===== config.mk =====
export PLATFORM = sky130hd
export DESIGN_NAME = alu_ctrl_issue_flat
export DESIGN_NICKNAME = d
export VERILOG_FILES = /design/src/rtl/alu_pkg.sv /design/src/rtl/alu_ctrl_issue_if.sv /design/src/rtl/alu_ctrl_decode.sv /design/src/rtl/alu_ctrl_issue.sv /design/src/flat_wrapper.sv
export SDC_FILE = /design/constraint.sdc
export NUM_CORES = 1
export LEC_CHECK = 0
export CAP_MARGIN = 10
export CORE_MARGIN = 2
export CORE_UTILIZATION = 43
export CTS_BUF_LIST = sky130_fd_sc_hd__clkbuf_8
export DETAILED_ROUTE_END_ITERATION = 7
export PLACE_DENSITY = 0.87
export SLEW_MARGIN = 25
export SYNTH_ARGS = -nofsm -noshare
export SYNTH_HDL_FRONTEND = slang
export SYNTH_SLANG_ARGS = --single-unit

===== constraint.sdc =====
create_clock -name Clk -period 2.1 [get_ports Clk]
set_clock_uncertainty 0.15 [all_clocks]
set_input_delay 0.63 -clock Clk [delete_from_list [all_inputs] [get_ports Clk]]
set_output_delay 0.63 -clock Clk [all_outputs]
set_load 0.05 [all_outputs]

===== src/rtl/alu_pkg.sv =====
// Shared constants and types for the ALU decode-and-issue stage: ALUControl codes, MIPS
// opcode/funct values, FSM state encoding and the ID/EX control record.
package alu_pkg;

  typedef logic [4:0] alu_op_t;

  localparam alu_op_t AluAnd  = 5'd0;
  localparam alu_op_t AluAdd  = 5'd1;
  localparam alu_op_t AluSub  = 5'd2;
  localparam alu_op_t AluMul  = 5'd3;
  localparam alu_op_t AluOr   = 5'd4;
  localparam alu_op_t AluNor  = 5'd5;
  localparam alu_op_t AluXor  = 5'd6;
  localparam alu_op_t AluSll  = 5'd7;
  localparam alu_op_t AluSrl  = 5'd8;
  localparam alu_op_t AluSlt  = 5'd9;
  localparam alu_op_t AluBgez = 5'd10;
  localparam alu_op_t AluBgtz = 5'd11;
  localparam alu_op_t AluBlez = 5'd12;
  localparam alu_op_t AluBltz = 5'd13;
  localparam alu_op_t AluBne  = 5'd14;
  localparam alu_op_t AluBeq  = 5'd15;
  localparam alu_op_t AluJ    = 5'd16;

  localparam logic [5:0] OpRtype    = 6'h00;
  localparam logic [5:0] OpRegimm   = 6'h01;
  localparam logic [5:0] OpJ        = 6'h02;
  localparam logic [5:0] OpJal      = 6'h03;
  localparam logic [5:0] OpBeq      = 6'h04;
  localparam logic [5:0] OpBne      = 6'h05;
  localparam logic [5:0] OpBlez     = 6'h06;
  localparam logic [5:0] OpBgtz     = 6'h07;
  localparam logic [5:0] OpAddi     = 6'h08;
  localparam logic [5:0] OpAddiu    = 6'h09;
  localparam logic [5:0] OpSlti     = 6'h0A;
  localparam logic [5:0] OpAndi     = 6'h0C;
  localparam logic [5:0] OpOri      = 6'h0D;
  localparam logic [5:0] OpXori     = 6'h0E;
  localparam logic [5:0] OpSpecial2 = 6'h1C;
  localparam logic [5:0] OpLb       = 6'h20;
  localparam logic [5:0] OpLw       = 6'h23;
  localparam logic [5:0] OpSb       = 6'h28;
  localparam logic [5:0] OpSw       = 6'h2B;

  localparam logic [5:0] FnSll  = 6'h00;
  localparam logic [5:0] FnSrl  = 6'h02;
  localparam logic [5:0] FnJr   = 6'h08;
  localparam logic [5:0] FnAdd  = 6'h20;
  localparam logic [5:0] FnAddu = 6'h21;
  localparam logic [5:0] FnSub  = 6'h22;
  localparam logic [5:0] FnAnd  = 6'h24;
  localparam logic [5:0] FnOr   = 6'h25;
  localparam logic [5:0] FnXor  = 6'h26;
  localparam logic [5:0] FnNor  = 6'h27;
  localparam logic [5:0] FnSlt  = 6'h2A;
  localparam logic [5:0] FnMul  = 6'h02;

  typedef logic [0:0] state_t;
  localparam state_t StIdle = 1'b0;
  localparam state_t StBusy = 1'b1;

  localparam int unsigned MulLatMin = 1;
  localparam int unsigned MulLatMax = 8;
  localparam int unsigned CntW      = 3;

  typedef struct packed {
    alu_op_t op;
    logic    src_b;
    logic    shamt_sel;
    logic    imm_zext;
    logic    illegal;
  } dec_t;

  typedef struct packed {
    logic    valid;
    alu_op_t op;
    logic    src_b;
    logic    shamt_sel;
    logic    imm_zext;
    logic    illegal;
  } idex_t;

  localparam idex_t Bubble = '0;

endpackage


===== src/rtl/alu_ctrl_issue_if.sv =====
// Handshake and control bundle between IF/ID, the issue stage and EX.
interface alu_ctrl_issue_if;
  import alu_pkg::*;

  logic [31:0] Instr;
  logic        InValid;
  logic        InReady;
  logic        Stall;
  logic        Flush;
  logic        OutValid;
  alu_op_t     ALUControl;
  logic        ALUSrcB;
  logic        ShamtSel;
  logic        ImmZeroExt;
  logic        Illegal;

  modport master (
    output Instr, InValid, Stall, Flush,
    input  InReady, OutValid, ALUControl, ALUSrcB, ShamtSel, ImmZeroExt, Illegal
  );

  modport slave (
    input  Instr, InValid, Stall, Flush,
    output InReady, OutValid, ALUControl, ALUSrcB, ShamtSel, ImmZeroExt, Illegal
  );
endinterface


===== src/rtl/alu_ctrl_decode.sv =====
// Combinational MIPS instruction decoder producing ALUControl and operand selects.
module alu_ctrl_decode
  import alu_pkg::*;
(
  input  logic [31:0] instr,
  output dec_t        dec
);

  logic [5:0] op;
  logic [5:0] funct;
  logic [4:0] rt;

  assign op    = instr[31:26];
  assign rt    = instr[20:16];
  assign funct = instr[5:0];

  // rs, rd, shamt and immediate go straight to the datapath
  logic unused_instr;
  assign unused_instr = ^{instr[25:21], instr[15:6]};

  always_comb begin
    dec = '0;
    case (op)
      OpRtype: begin
        case (funct)
          FnAnd:         dec.op = AluAnd;
          FnAdd, FnAddu: dec.op = AluAdd;
          FnSub:         dec.op = AluSub;
          FnOr:          dec.op = AluOr;
          FnNor:         dec.op = AluNor;
          FnXor:         dec.op = AluXor;
          FnSlt:         dec.op = AluSlt;
          FnSll: begin dec.op = AluSll; dec.shamt_sel = 1'b1; end
          FnSrl: begin dec.op = AluSrl; dec.shamt_sel = 1'b1; end
          FnJr:          dec.op = AluJ;
          default:       dec.illegal = 1'b1;
        endcase
      end
      OpSpecial2: begin
        if (funct == FnMul) dec.op = AluMul;
        else                dec.illegal = 1'b1;
      end
      OpAddi, OpAddiu, OpLw, OpSw, OpLb, OpSb: begin
        dec.op = AluAdd; dec.src_b = 1'b1;
      end
      OpSlti: begin dec.op = AluSlt; dec.src_b = 1'b1; end
      OpAndi: begin dec.op = AluAnd; dec.src_b = 1'b1; dec.imm_zext = 1'b1; end
      OpOri:  begin dec.op = AluOr;  dec.src_b = 1'b1; dec.imm_zext = 1'b1; end
      OpXori: begin dec.op = AluXor; dec.src_b = 1'b1; dec.imm_zext = 1'b1; end
      OpBeq:  dec.op = AluBeq;
      OpBne:  dec.op = AluBne;
      OpBlez: dec.op = AluBlez;
      OpBgtz: dec.op = AluBgtz;
      OpRegimm: begin
        case (rt)
          5'd1:    dec.op = AluBgez;
          5'd0:    dec.op = AluBltz;
          default: dec.illegal = 1'b1;
        endcase
      end
      OpJ, OpJal: dec.op = AluJ;
      default:    dec.illegal = 1'b1;
    endcase
  end

endmodule


===== src/rtl/alu_ctrl_issue.sv =====
// Decode-and-issue stage: ID/EX control register, hazard hold, flush and mul occupancy FSM.
// Optional macro ALU_ILLEGAL_TRAP_EN turns unsupported encodings into an Illegal bubble.
module alu_ctrl_issue
  import alu_pkg::*;
#(
  parameter int unsigned MUL_LAT = 3
) (
  input  logic             Clk,
  input  logic             Rst_n,
  alu_ctrl_issue_if.slave  bus
);

  state_t          state_q, state_d;
  logic [CntW-1:0] cnt_q, cnt_d;
  idex_t           idex_q, idex_d;
  idex_t           dec_load;
  dec_t            dec;
  logic            accept;
  logic            is_mul;

  alu_ctrl_decode u_decode (
    .instr (bus.Instr),
    .dec   (dec)
  );

  assign bus.InReady = (state_q == StIdle) & ~bus.Stall;
  assign accept      = bus.InValid & bus.InReady;
  assign is_mul      = ~dec.illegal & (dec.op == AluMul);

  always_comb begin
    dec_load = Bubble;
`ifdef ALU_ILLEGAL_TRAP_EN
    if (dec.illegal) begin
      dec_load.illegal = 1'b1;
    end else begin
      dec_load.valid     = 1'b1;
      dec_load.op        = dec.op;
      dec_load.src_b     = dec.src_b;
      dec_load.shamt_sel = dec.shamt_sel;
      dec_load.imm_zext  = dec.imm_zext;
    end
`else
    // Unsupported encodings fall through as the decoder's default And, reg-reg
    dec_load.valid     = 1'b1;
    dec_load.op        = dec.op;
    dec_load.src_b     = dec.src_b;
    dec_load.shamt_sel = dec.shamt_sel;
    dec_load.imm_zext  = dec.imm_zext;
`endif
  end

  always_comb begin
    state_d = state_q;
    cnt_d   = cnt_q;
    idex_d  = idex_q;
    if (bus.Flush) begin
      state_d = StIdle;
      cnt_d   = '0;
      idex_d  = Bubble;
    end else if (state_q == StBusy) begin
      // Leave BUSY on the edge where the count has reached 1
      if (cnt_q == CntW'(1)) begin
        state_d = StIdle;
        cnt_d   = '0;
      end else begin
        cnt_d = cnt_q - CntW'(1);
      end
    end else if (bus.Stall) begin
      idex_d = idex_q;
    end else if (accept) begin
      idex_d = dec_load;
      if (is_mul && (MUL_LAT > 1)) begin
        state_d = StBusy;
        cnt_d   = CntW'(MUL_LAT - 1);
      end
    end else begin
      idex_d = Bubble;
    end
  end

  always_ff @(posedge Clk or negedge Rst_n) begin
    if (!Rst_n) begin
      state_q <= StIdle;
      cnt_q   <= '0;
      idex_q  <= Bubble;
    end else begin
      state_q <= state_d;
      cnt_q   <= cnt_d;
      idex_q  <= idex_d;
    end
  end

  assign bus.OutValid   = idex_q.valid;
  assign bus.ALUControl = idex_q.op;
  assign bus.ALUSrcB    = idex_q.src_b;
  assign bus.ShamtSel   = idex_q.shamt_sel;
  assign bus.ImmZeroExt = idex_q.imm_zext;
  assign bus.Illegal    = idex_q.illegal;

endmodule


===== src/flat_wrapper.sv =====
// flat-port wrapper written by rule: the top's interface ports become plain ports
module alu_ctrl_issue_flat import alu_pkg::*;
#(
  parameter int unsigned MUL_LAT = 3
)
  (Clk, Rst_n, bus_Instr, bus_InValid, bus_Stall, bus_Flush, bus_InReady, bus_OutValid, bus_ALUControl, bus_ALUSrcB, bus_ShamtSel, bus_ImmZeroExt, bus_Illegal);
  alu_ctrl_issue_if bus_i ();
  input  logic Clk;
  input  logic Rst_n;
  input wire logic [$bits(bus_i.Instr)-1:0] bus_Instr;
  input wire logic [$bits(bus_i.InValid)-1:0] bus_InValid;
  input wire logic [$bits(bus_i.Stall)-1:0] bus_Stall;
  input wire logic [$bits(bus_i.Flush)-1:0] bus_Flush;
  output wire logic [$bits(bus_i.InReady)-1:0] bus_InReady;
  output wire logic [$bits(bus_i.OutValid)-1:0] bus_OutValid;
  output wire logic [$bits(bus_i.ALUControl)-1:0] bus_ALUControl;
  output wire logic [$bits(bus_i.ALUSrcB)-1:0] bus_ALUSrcB;
  output wire logic [$bits(bus_i.ShamtSel)-1:0] bus_ShamtSel;
  output wire logic [$bits(bus_i.ImmZeroExt)-1:0] bus_ImmZeroExt;
  output wire logic [$bits(bus_i.Illegal)-1:0] bus_Illegal;
  assign bus_i.Instr = bus_Instr;
  assign bus_i.InValid = bus_InValid;
  assign bus_i.Stall = bus_Stall;
  assign bus_i.Flush = bus_Flush;
  assign bus_InReady = bus_i.InReady;
  assign bus_OutValid = bus_i.OutValid;
  assign bus_ALUControl = bus_i.ALUControl;
  assign bus_ALUSrcB = bus_i.ALUSrcB;
  assign bus_ShamtSel = bus_i.ShamtSel;
  assign bus_ImmZeroExt = bus_i.ImmZeroExt;
  assign bus_Illegal = bus_i.Illegal;
  alu_ctrl_issue #(.MUL_LAT(MUL_LAT)) u_core (.Clk(Clk), .Rst_n(Rst_n), .bus(bus_i));
endmodule

======== Word-level counts from Yosys, hierarchy flattened ========
Index checks and enable logic that the tools add are counted.
Widths: inputs -> output; s select.
word-level totals
  input bits .............................. 37
  bits in registers ....................... 14
operators by class
  add/sub/neg operators ................... 1
  equality and inequality tests ........... 34
  mux-type cells .......................... 28
  bitwise operators ....................... 6
  reduce and logical (&&, ||, !) cells .... 16
operator list
  cell                number
  $eq 6x6->1 const B  12
  $pmux 5 s12         1
  $pmux 5 s9          1
  $eq 6x4->1 const B  7
  $mux 10             4
  $eq 6x3->1 const B  4
  $eq 6x2->1 const B  3
  $mux 3              6
  $reduce_or 16->1    1
  $mux 1              13
  $logic_not 6->1     2
  $reduce_or 11->1    1
  $reduce_or 10->1    1
  $pmux 4 s2          1
  $reduce_or 2->1     4
  $eq 6x1->1 const B  1
  $eq 6x5->1 const B  1
  $reduce_bool 3->1   2
  $reduce_or 6->1     1
  $eq 5x1->1 const B  1
  $eq 5x2->1 const B  1
  $logic_not 5->1     1
  $pmux 1 s4          1
  $and 1x1->1         3
  10 further kinds    12

======== Longest topological paths before layout ========
Gate-level depths: netlist of the first run.
  word-level depth ........................ 11
  depth in mapped cells ................... 7

======== By module ========
Synthesis of the first run repeated with hierarchy kept, for this count alone.
second synthesis, totals
  cells, all modules ...................... 134
  area total of the unflattened synthesis .. 1,184.9 µm²
by module, submodules not included
  module           cells an instance  seq. area each (µm²)  instances  area each (µm²)
  alu_ctrl_issue   49                 325.3                 1          629.4
  alu_ctrl_decode  85                 0.0                   1          555.5

======== Worst setup path after synthesis of the first run ========
Ideal clock, no wire load.
  path kind ............................... input port to flip-flop
  start point ............................. input port bus_Stall
  end point ............................... register u_core.cnt_q[1]
  cell stages on the path ................. 5
  arrival time ............................ 2.333 ns
  required time ........................... 1.846 ns
  path slack .............................. -0.486 ns
  path through ............................ nor2_1 nand2_1 nor4_1 nand3_1 a221oi_1
between the ends
  word-level cells in the longest chain between the ends .. 5
  elaborated cells between the ends (all ways) .. 6
  classes of those cells .................. eq/ne (1); bitwise (3); reduce/logical (2)
RTL lines
  item                                   line                  RTL
  from (decl)                            flat_wrapper.sv:12    input wire logic [$bits(bus_i.Stall)-1:0] bus_Stall;
  $not 1->1                              alu_ctrl_issue.sv:26  assign bus.InReady = (state_q == StIdle) & ~bus.Stall;
  $and 1x1->1                            alu_ctrl_issue.sv:26
  $and 1x1->1                            alu_ctrl_issue.sv:27  assign accept = bus.InValid & bus.InReady;
  $reduce_bool 3->1 (no source line)     -
  $reduce_and 3->1 (no source line) (*)  -
  to (signal assigned)                   alu_ctrl_issue.sv:88  cnt_q <= cnt_d;
  to (decl)                              alu_ctrl_issue.sv:14  logic [CntW-1:0] cnt_q, cnt_d;
Mark *: on every way between the ends. The rest lies on a longest branch, timed or not.
A chain may end at the register's enable or synchronous reset.

======== Worst setup path after layout of the first run ========
  start point ............................. input port bus_Instr[28]
  end point ............................... register u_core.cnt_q[0]
between the ends
  word-level cells in the longest chain between the ends .. 7
  elaborated cells between the ends (all ways) .. 29
  classes of those cells .................. eq/ne (19); mux (2); bitwise (2); reduce/logical (6)
RTL lines
  item                                       line                   RTL
  from (decl)                                flat_wrapper.sv:10     input wire logic [$bits(bus_i.Instr)-1:0] bus_Instr;
  $eq 6x4->1 (tied with other cells)         alu_ctrl_decode.sv:23  case (op)
  $reduce_or 6->1 (tied with other cells)    -
  $pmux 5 s12 or $pmux 1 s4 (tied branches)  alu_ctrl_decode.sv:23
  $eq 5x2->1 or $not 1->1 (tied branches)    alu_ctrl_issue.sv:28   assign is_mul = ~dec.illegal & (dec.op == AluMul);
  $and 1x1->1 (*)                            alu_ctrl_issue.sv:28
  $reduce_bool 3->1 (no source line) (*)     -
  $reduce_and 3->1 (no source line) (*)      -
Marked as above.

==> results of run 1 <==
cell usage in the layout, fill, tap and decap left out, types with 3 or more instances in the layout:
master / n
clkdlybuf4s50_1: 4
o21ai_1: 4
buf_4: 45
nor2_1: 15
o21ai_0: 9
clkbuf_8: 3
a21oi_1: 7
xnor2_1: 3
dfrtp_1: 13
inv_1: 6
nand2_1: 8
buf_6: 6
nor2_2: 4
buf_2: 5
dlygate4sd2_1: 6
state kept, by name, indices dropped and copies added, names as in the netlist:
| name | flops |
|---|---|
| u_core.state_q | 1 |
| u_core.bus.ShamtSel | 1 |
| u_core.bus.ALUSrcB | 1 |
| u_core.cnt_q | 3 |
| u_core.bus.ALUControl | 5 |
| u_core.bus.ImmZeroExt | 1 |
| u_core.bus.OutValid | 1 |
final cells by class:
type | instances | area share
inverters | 5 | 0.0102
multi-input cells | 112 | 0.462
repair buffers | 70 | 0.307
clock buffers | 3 | 0.0223
well taps | 30 | 0.0203
clock inverters | 1 | 0.00203
flip-flops and latches | 13 | 0.176
timing repair:
| item | in CTS | in global routing |
|---|---|---|
| gates cloned | 0 | 0 |
| endpoints found under the setup margin | 12 | 11 |
| gates resized for setup | 71 | 25 |
| setup buffers | 6 | 0 |
| pin swaps | 11 | 9 |
| endpoints found under the hold margin | 0 | 0 |
worst reg2reg max path: cells and delay by family, from the launching register on:
family	cells	cell delay (ps)
and+or+nand+nor	4	840
AOI/OAI and AO/OA	1	230
DFF	1	540
power groups by stage:
stage	Combinational, mW	Sequential, mW	Clock (mW)
global placement	0.202	0.259	0
global route	0.254	0.255	0.228
detailed placement	0.210	0.259	0
CTS	0.224	0.255	0.216
floorplan	0.0902	0.266	0
finish	0.238	0.255	0.217
stage by stage:
stage                util  TNS [ps]  hold slack, ps  worst slack, ps  area (sq um)
floorplan               -      -143             184            -68.1          1130
global placement    0.671     -6150             326             -627          1650
detailed placement  0.671     -6850             331             -738          1650
CTS                 0.734     -29.0             343            -21.5          1800
global route        0.753      -217             386            -96.1          1850
finish              0.753     -74.3             337            -56.8          1850
logic make-up after synthesis:
group / count (synthesis)
DFF: 13
AOI/OAI and AO/OA: 39
adders and majority gates: 2
and+or+nand+nor: 66
other: 1
buffers and inverters: 16
xor gates and xnor gates: 3
muxes: 1
worst min-delay path by stage:
stage | startpoint | to | slack (ps)
after global routing | u_core.bus.ALUControl[1] | u_core.bus.ALUControl[1] | 390
after detailed placement | u_core.bus.ALUControl[2] | u_core.bus.ALUControl[2] | 330
after CTS | u_core.bus.ALUControl[2] | u_core.bus.ALUControl[2] | 340
after floorplan | Rst_n | u_core.bus.ALUControl[0] | 180
final | u_core.bus.ALUControl[2] | u_core.bus.ALUControl[2] | 340
after global placement | u_core.bus.ALUControl[3] | u_core.bus.ALUControl[3] | 330
metal layers:
metal	global-route usage	wire [um]
met1	0.316	1510
met3	0.0546	194
met5	0	0
met2	0.482	2040
met4	0.117	86
==> metrics.txt, run 1 <==
status=finished, violations left; failing checks=negative setup slack; Via density=5.92; Power Dens Cells=384 nW/um^2; CP Launch Point=bus_Instr[28]; drt drc=0; mux contribution to synthesized area=0.0102; flip-flop and latch area=325 sq um; Final Power=0.710 mW; Crit Path Category=in2reg; fin nets=244; register-to-register setup slack=250 ps; clk sink count=13; RSZ-0062 raised after global routing=true; Synth top area share=0.295; crit-path max cell delay=320 ps; Crit. End Element=flop; Post-synth EDFFs=0; CTS Buffer Depth=2; final setup margin=-56.8 ps; CTS clk-pin slew, worst paths=60 ps; list of most frequent post-synthesis cells=nor2_1 (20), dfrtp_1 (13), o21ai_0 (13); multi-input logic area=853 sq um; post-route ant nets=0; Compound-Gate Fraction of Synth Area=0.237; Sw Ratio=0.299; CTS tree=done; reg2reg path depth=5; hpwl dp=2690 um; gr usage total=0.273; first-pass GRT wire length=5950 um; number of cells on the worst hold path=2; XOR/XNOR share of the synthesized area=0.0238; CP Max Fanout=5; root buffer cell=clkbuf_8; Core Area=2450 sq um; Comb power frac=0.336; filler instances=161; initial DRC count=40; CP endpoint=u_core.cnt_q[0]; Top FF cell, synth=dfrtp_1; share of layout cells above drive strength 1=0.461; Post-Synthesis Net Count=180; port bufs=31; register area share after synthesis=0.295; Top delay family on crit path=simple AND/OR/NAND/NOR gates; Synth Instances=141; Die Y-Extent=54.7 um; later-pin clock latency in the skew report=240 ps; switching power=0.212 mW; hold buffer count at CTS=0; post-synthesis adder-cell area fraction=0.0227; worst endpoint required time=2080 ps; WP data arrival=2130 ps; die area=2990 sq um; largest net degree at the start of global routing=14; MaxCap Viol Count=0; Row Count=18; Initial DRT Pass Iterations=4; Worst VDD drop=0.594 mV; via count=1,386; top post-synthesis cells by area=dfrtp_1 (29%), nor2_1 (6.8%), o21ai_0 (5.9%); Achievable Freq=0.464 GHz; H-tree level count=1; Tcrit/Tclk final=1.03; Final setup viols=2; reg2reg start=u_core.state_q; Starting Density=0.450; cell leakage power=0.808 nW; YS warnings=0; DIE WIDTH=54.7 um; vias in the first global route=1,362; io pins=48; Post-Syn Area=1100 sq um; Bufs and invs on worst path=2; Seq pwr share=0.359; #FFs+latches synth=13; asr flop ratio synth=1.00; Levels on crit path=8; CP Launch Type=primary input; Post-Layout Cell Count=234; Syn Area/Cell=7.83 sq um; post-synth top area cell=dfrtp_1; crit path time final=2160 ps; count leader, synth=nor2_1; Inserted Clock Buffers=3; headroom to the max-slew limit=0.619; grt ovf=0; Slew @ Worst Pin=570 ps; slowest library cell on the worst path=nor4_4; Hold Fails Final Rpt=0; DRT Wirelength=3830 um; area delta synth->final=67.5%; largest family of logic cells by synthesized area=simple AND/OR/NAND/NOR gates; clock power share=0.306; initial antenna violation count=0; Slew Viols, Final=0; placed insts=225; FF-to-FF End=u_core.cnt_q[1]; synthesized-area fraction occupied by and/or/nand/nor cells=0.334; ANT cells=0; CP Cell Sequence=buf_8, nor4_4, nand2_2, a311oi_2, a311o_1, buf_4, and4_4, nor3_2; Power Internal=0.498 mW; Hold Path Class=reg2reg; Distinct cells, synth=49; Placer Congestion=0.890; wire length per cell=16.4 um
(Power assumes the default switching activity.)
==> inputs of run 2 (changes only) <==
SETUP_SLACK_MARGIN = 0.15   (was not set)
==> run 2 against run 1 <==
  * The run still ends with negative setup slack left
  * Critical path depth stayed put
  * Clock power is 2% lower
  * Clock-buffer cell count stayed put
  * Fmax is 0.77% higher
  * Combinational power is 8% higher
  * Core utilization is 4.0 points higher
==> metrics.txt, run 2 (synthesis results as in run 1) <==
port bufs=31; Initial DRT Pass Iterations=4; CTS clk-pin slew, worst paths=50 ps; grt ovf=0; cell leakage power=0.867 nW; initial antenna violation count=0; DRT Wirelength=4080 um; register-to-register setup slack=250 ps; CP Launch Type=primary input; Achievable Freq=0.467 GHz; later-pin clock latency in the skew report=240 ps; reg2reg start=u_core.state_q; share of layout cells above drive strength 1=0.523; vias in the first global route=1,345; slowest library cell on the worst path=nor4_4; Seq pwr share=0.353; dpl ws=-738 ps; Tcrit/Tclk final=1.02; first-pass GRT wire length=5980 um; Placer Congestion=0.890; Slew @ Worst Pin=564 ps; ANT cells=0; crit-path max cell delay=320 ps; Slew Viols, Final=0; number of cells on the worst hold path=2; Power Internal=0.512 mW; CTS Buffer Depth=2; Crit. End Element=flop; headroom to the max-slew limit=0.623; RSZ-0062 raised after global routing=true; Final setup viols=1; FF-to-FF End=u_core.cnt_q[1]; flip-flop count of the largest register after layout=5; wire length per cell=16.7 um; Post-Layout Cell Count=244; Crit Path Category=in2reg; Power Dens Cells=371 nW/um^2; WP data arrival=2110 ps; largest net degree at the start of global routing=14; commonest non-fill, non-tap cell in the layout=buf_4; Sw Ratio=0.292; area delta synth->final=76.3%; root buffer cell=clkbuf_8; gr usage total=0.275; CTS tree=done; post-route ant nets=0; failing checks=negative setup slack; drt drc=0; worst hold start=u_core.bus.ALUControl[2]; H-tree level count=1; Worst VDD drop=0.616 mV; most frequent cells in the layout=buf_4 (51), nor2_1 (14), buf_6 (12), dfrtp_1 (12); Starting Density=0.450; MaxCap Viol Count=0; Hold Path Class=reg2reg; Inserted Clock Buffers=3; initial DRC count=48; Worst Hold End=u_core.bus.ALUControl[2]; Comb power frac=0.354; clk sink count=13; via count=1,414; switching power=0.211 mW; crit path time final=2140 ps; placed insts=225; CP Cell Sequence=buf_6, nor4_4, nand2_2, a311oi_2, a311o_1, buf_4, and4_4, nor3_2; Area after DPL=1650 sq um; Die Y-Extent=54.7 um; hpwl dp=2690 um; Core Area=2450 sq um; fin nets=254; Via density=5.80; DIE WIDTH=54.7 um; worst endpoint required time=2070 ps; Row Count=18; io pins=48; hold buffer count at CTS=0; reg2reg path depth=6; final setup margin=-40.3 ps; Hold Fails Final Rpt=0; status=finished, violations left; die area=2990 sq um; clock power share=0.293; post-route design area=1950 sq um; CP Max Fanout=4
## run 2: metal layers
layer | vias up | wire, um | global-route usage
met5 | - | 0 | 0
met4 | 0 | 99 | 0.0833
met3 | 10 | 202 | 0.0546
met2 | 68 | 2150 | 0.508
met1 | 674 | 1630 | 0.314
li1 | 662 | - | -
## run 2: how the worst max path moves through the flow
stage | slack, ps | endpoint | depth (start not counted) | from
after floorplan | -70 | u_core.cnt_q[1] | 7 | bus_Instr[29]
after global placement | -630 | u_core.cnt_q[2] | 7 | bus_Instr[28]
after detailed placement | -740 | u_core.cnt_q[1] | 7 | bus_Instr[27]
after CTS | -30 | u_core.cnt_q[0] | 8 | bus_Instr[28]
after global routing | -70 | u_core.cnt_q[0] | 8 | bus_Instr[30]
final | -40 | u_core.cnt_q[0] | 8 | bus_Instr[30]
## run 2: final cells by class
cell class / instances / area (sq um)
Clock buffer: 3 / 41.3
Clock inverter: 1 / 3.75
Fill cell: 137 / 509
Inverter: 5 / 18.8
Multi-Input combinational cell: 112 / 845
Sequential cell: 13 / 327
Tap cell: 30 / 37.5
Timing Repair Buffer: 80 / 673
## run 2: worst max-delay path, delay by kind of cell
kind | cells | cell delay (ps)
AO/OA/AOI/OAI | 2 | 500
buffers and inverters | 2 | 250
AND/OR/NAND/NOR | 4 | 720
## run 2: stage by stage
stage               power, mW  utilization  TNS, ps  hold WS (ps)
floorplan               0.356            -     -143           184
global placement        0.460        0.671    -6150           326
detailed placement      0.469        0.671    -6850           331
CTS                     0.705        0.763    -30.9           343
global route            0.750        0.793     -138           376
finish                  0.722        0.793    -40.3           345
## run 2: repair_timing
item,in CTS,in global routing
setup endpoints to repair,13,11
gates resized for setup,95,25
gates cloned,0,0
buffers inserted,10,5
pin swaps,16,23
## run 2: power groups by stage
| stage | Clock, mW | Sequential [mW] | Combinational, mW |
|---|---|---|---|
| after global placement | 0 | 0.259 | 0.202 |
| final | 0.212 | 0.255 | 0.256 |
| after CTS | 0.216 | 0.255 | 0.234 |
| after floorplan | 0 | 0.266 | 0.0902 |
| after detailed placement | 0 | 0.259 | 0.210 |
| after global routing | 0.225 | 0.255 | 0.270 |
==> inputs of run 3 (changes only) <==
CORE_UTILIZATION = 39   (was 43)
PLACE_DENSITY = 0.83   (was 0.87)
clock period = 1.9 ns   (was 2.1 ns; I/O delays follow)
==> run 3 against run 2 <==
  * The run still ends with negative setup slack left
  * Final cell count is 0.82% lower
  * Sequential power rose by 11%
  * Non-clock buffer count is 3 lower
  * Clock power up 14%
  * Die area is 9.5% higher
  * First-iteration DRC count down 8.3%
  * Combinational power is 23% higher
  * Core utilization shrank 0.59 points
  * Clock-buffer cell count unchanged
  * Final area increased by 9.6%
  * Wire length is 15% higher
==> metrics.txt, run 3 (synthesis results as in run 1) <==
Slew Viols, Final=0; worst endpoint required time=1910 ps; final setup margin=-219 ps; vias in the first global route=1,429; CTS clk-pin slew, worst paths=50 ps; CTS Buffer Depth=2; grt ovf=0; largest net degree at the start of global routing=14; first-pass GRT wire length=6560 um; Placer Congestion=0.906; Achievable Freq=0.472 GHz; Via density=6.02; CP Launch Type=primary input; crit path time final=2120 ps; Starting Density=0.407; Core Area=2710 sq um; die area=3270 sq um; flip-flop count of the largest register after layout=5; Final setup viols=9; share of layout cells above drive strength 1=0.540; wire length per cell=19.5 um; io pins=48; hold buffer count at CTS=0; status=finished, violations left; port bufs=31; Crit Path Category=in2reg; later-pin clock latency in the skew report=240 ps; Hold Fails Final Rpt=0; hpwl dp=2690 um; post-route ant nets=0; Initial DRT Pass Iterations=4; Inserted Clock Buffers=3; fin nets=251; Crit. End Element=flop; gr usage total=0.259; commonest non-fill, non-tap cell in the layout=buf_4; DIE WIDTH=57.2 um; via count=1,457; cell leakage power=0.923 nW; dpl ws=-876 ps; CP Max Fanout=4; filler instances=153; H-tree level count=1; drt drc=0; most frequent cells in the layout=buf_4 (38), nor2_1 (14), dfrtp_1 (13); Tcrit/Tclk final=1.12; ANT cells=0; failing checks=negative setup slack; Power Dens Cells=393 nW/um^2; initial antenna violation count=0; MaxCap Viol Count=0; Row Count=19; Worst VDD drop=0.620 mV; Post-Layout Cell Count=242; initial DRC count=44; clk sink count=13; RSZ-0062 raised after global routing=true; Die Y-Extent=57.2 um; CTS tree=done; DRT Wirelength=4710 um; WP data arrival=2130 ps; Hold Path Class=reg2reg; area delta synth->final=93.2%; placed insts=226; root buffer cell=clkbuf_8
[run 3: changes by cell type in the layout (fill, tap and decap cells not counted), moves of 3 or more]
cell and change:
dlymetal6s2s_1 +3, clkbuf_2 +3, buf_12 +11, buf_2 -3, buf_4 -13
[run 3: worst max-delay path: stages]
cell and delay, ps:
buf_8 80, buf_6 80, and2b_1 210, o22ai_2 190, a21oi_2 80, a311o_1 340, a311o_1 400, a21oi_2 180
[run 3: per-stage QoR]
stage               hold slack, ps  total power [mW]  setup TNS, ps   util  instance area (sq um)
floorplan                      124             0.395           -796      -                   1140
global placement               378             0.516          -7420  0.651                   1770
detailed placement             391             0.522          -8180  0.651                   1770
CTS                            408             0.793           -791  0.732                   1980
global route                   444             0.874          -1430  0.787                   2130
finish                         396             0.838          -1050  0.787                   2130
[run 3: where the power goes]
group          total (mW)  switching (mW)  internal (mW)
Combinational       0.314           0.156          0.158
Sequential          0.283         0.00295          0.280
Clock               0.241          0.0978          0.143
[run 3: final cells by class]
class,instances,area [sq um],area share
repair buffers,77,795,0.373
clock inverters,1,3.75,0.00176
inverters,5,18.8,0.00880
clock buffers,3,41.3,0.0194
well taps,31,38.8,0.0182
multi-input cells,112,910,0.427
flip-flops and latches,13,325,0.153
[run 3: final timing paths]
check | to | startpoint | depth (start not counted) | slack, ps
worst max register to register | u_core.cnt_q[1] | u_core.state_q | 6 | 180
min in group asynchronous | u_core.bus.ALUControl[4] | Rst_n | 2 | 490
max in group asynchronous | u_core.bus.OutValid | Rst_n | 2 | 950
worst min-delay path | u_core.bus.ALUControl[1] | u_core.bus.ALUControl[1] | 2 | 400
worst max-delay path | u_core.cnt_q[2] | bus_Instr[28] | 8 | -220
worst min register to register | u_core.bus.ALUControl[1] | u_core.bus.ALUControl[1] | 2 | 400
[run 3: what timing repair did]
action,in CTS,in global routing
gates resized for setup,78,55
endpoints found under the setup margin,13,13
setup buffers,7,5
pin swaps,22,23
[run 3: per-layer routing]
layer  GRT usage  share of wire  up-vias
li1            -              -      656
met1       0.298           0.37      690
met2       0.433           0.50       77
met3      0.0748          0.061       34
met4       0.140          0.066        0
met5           0              0        -
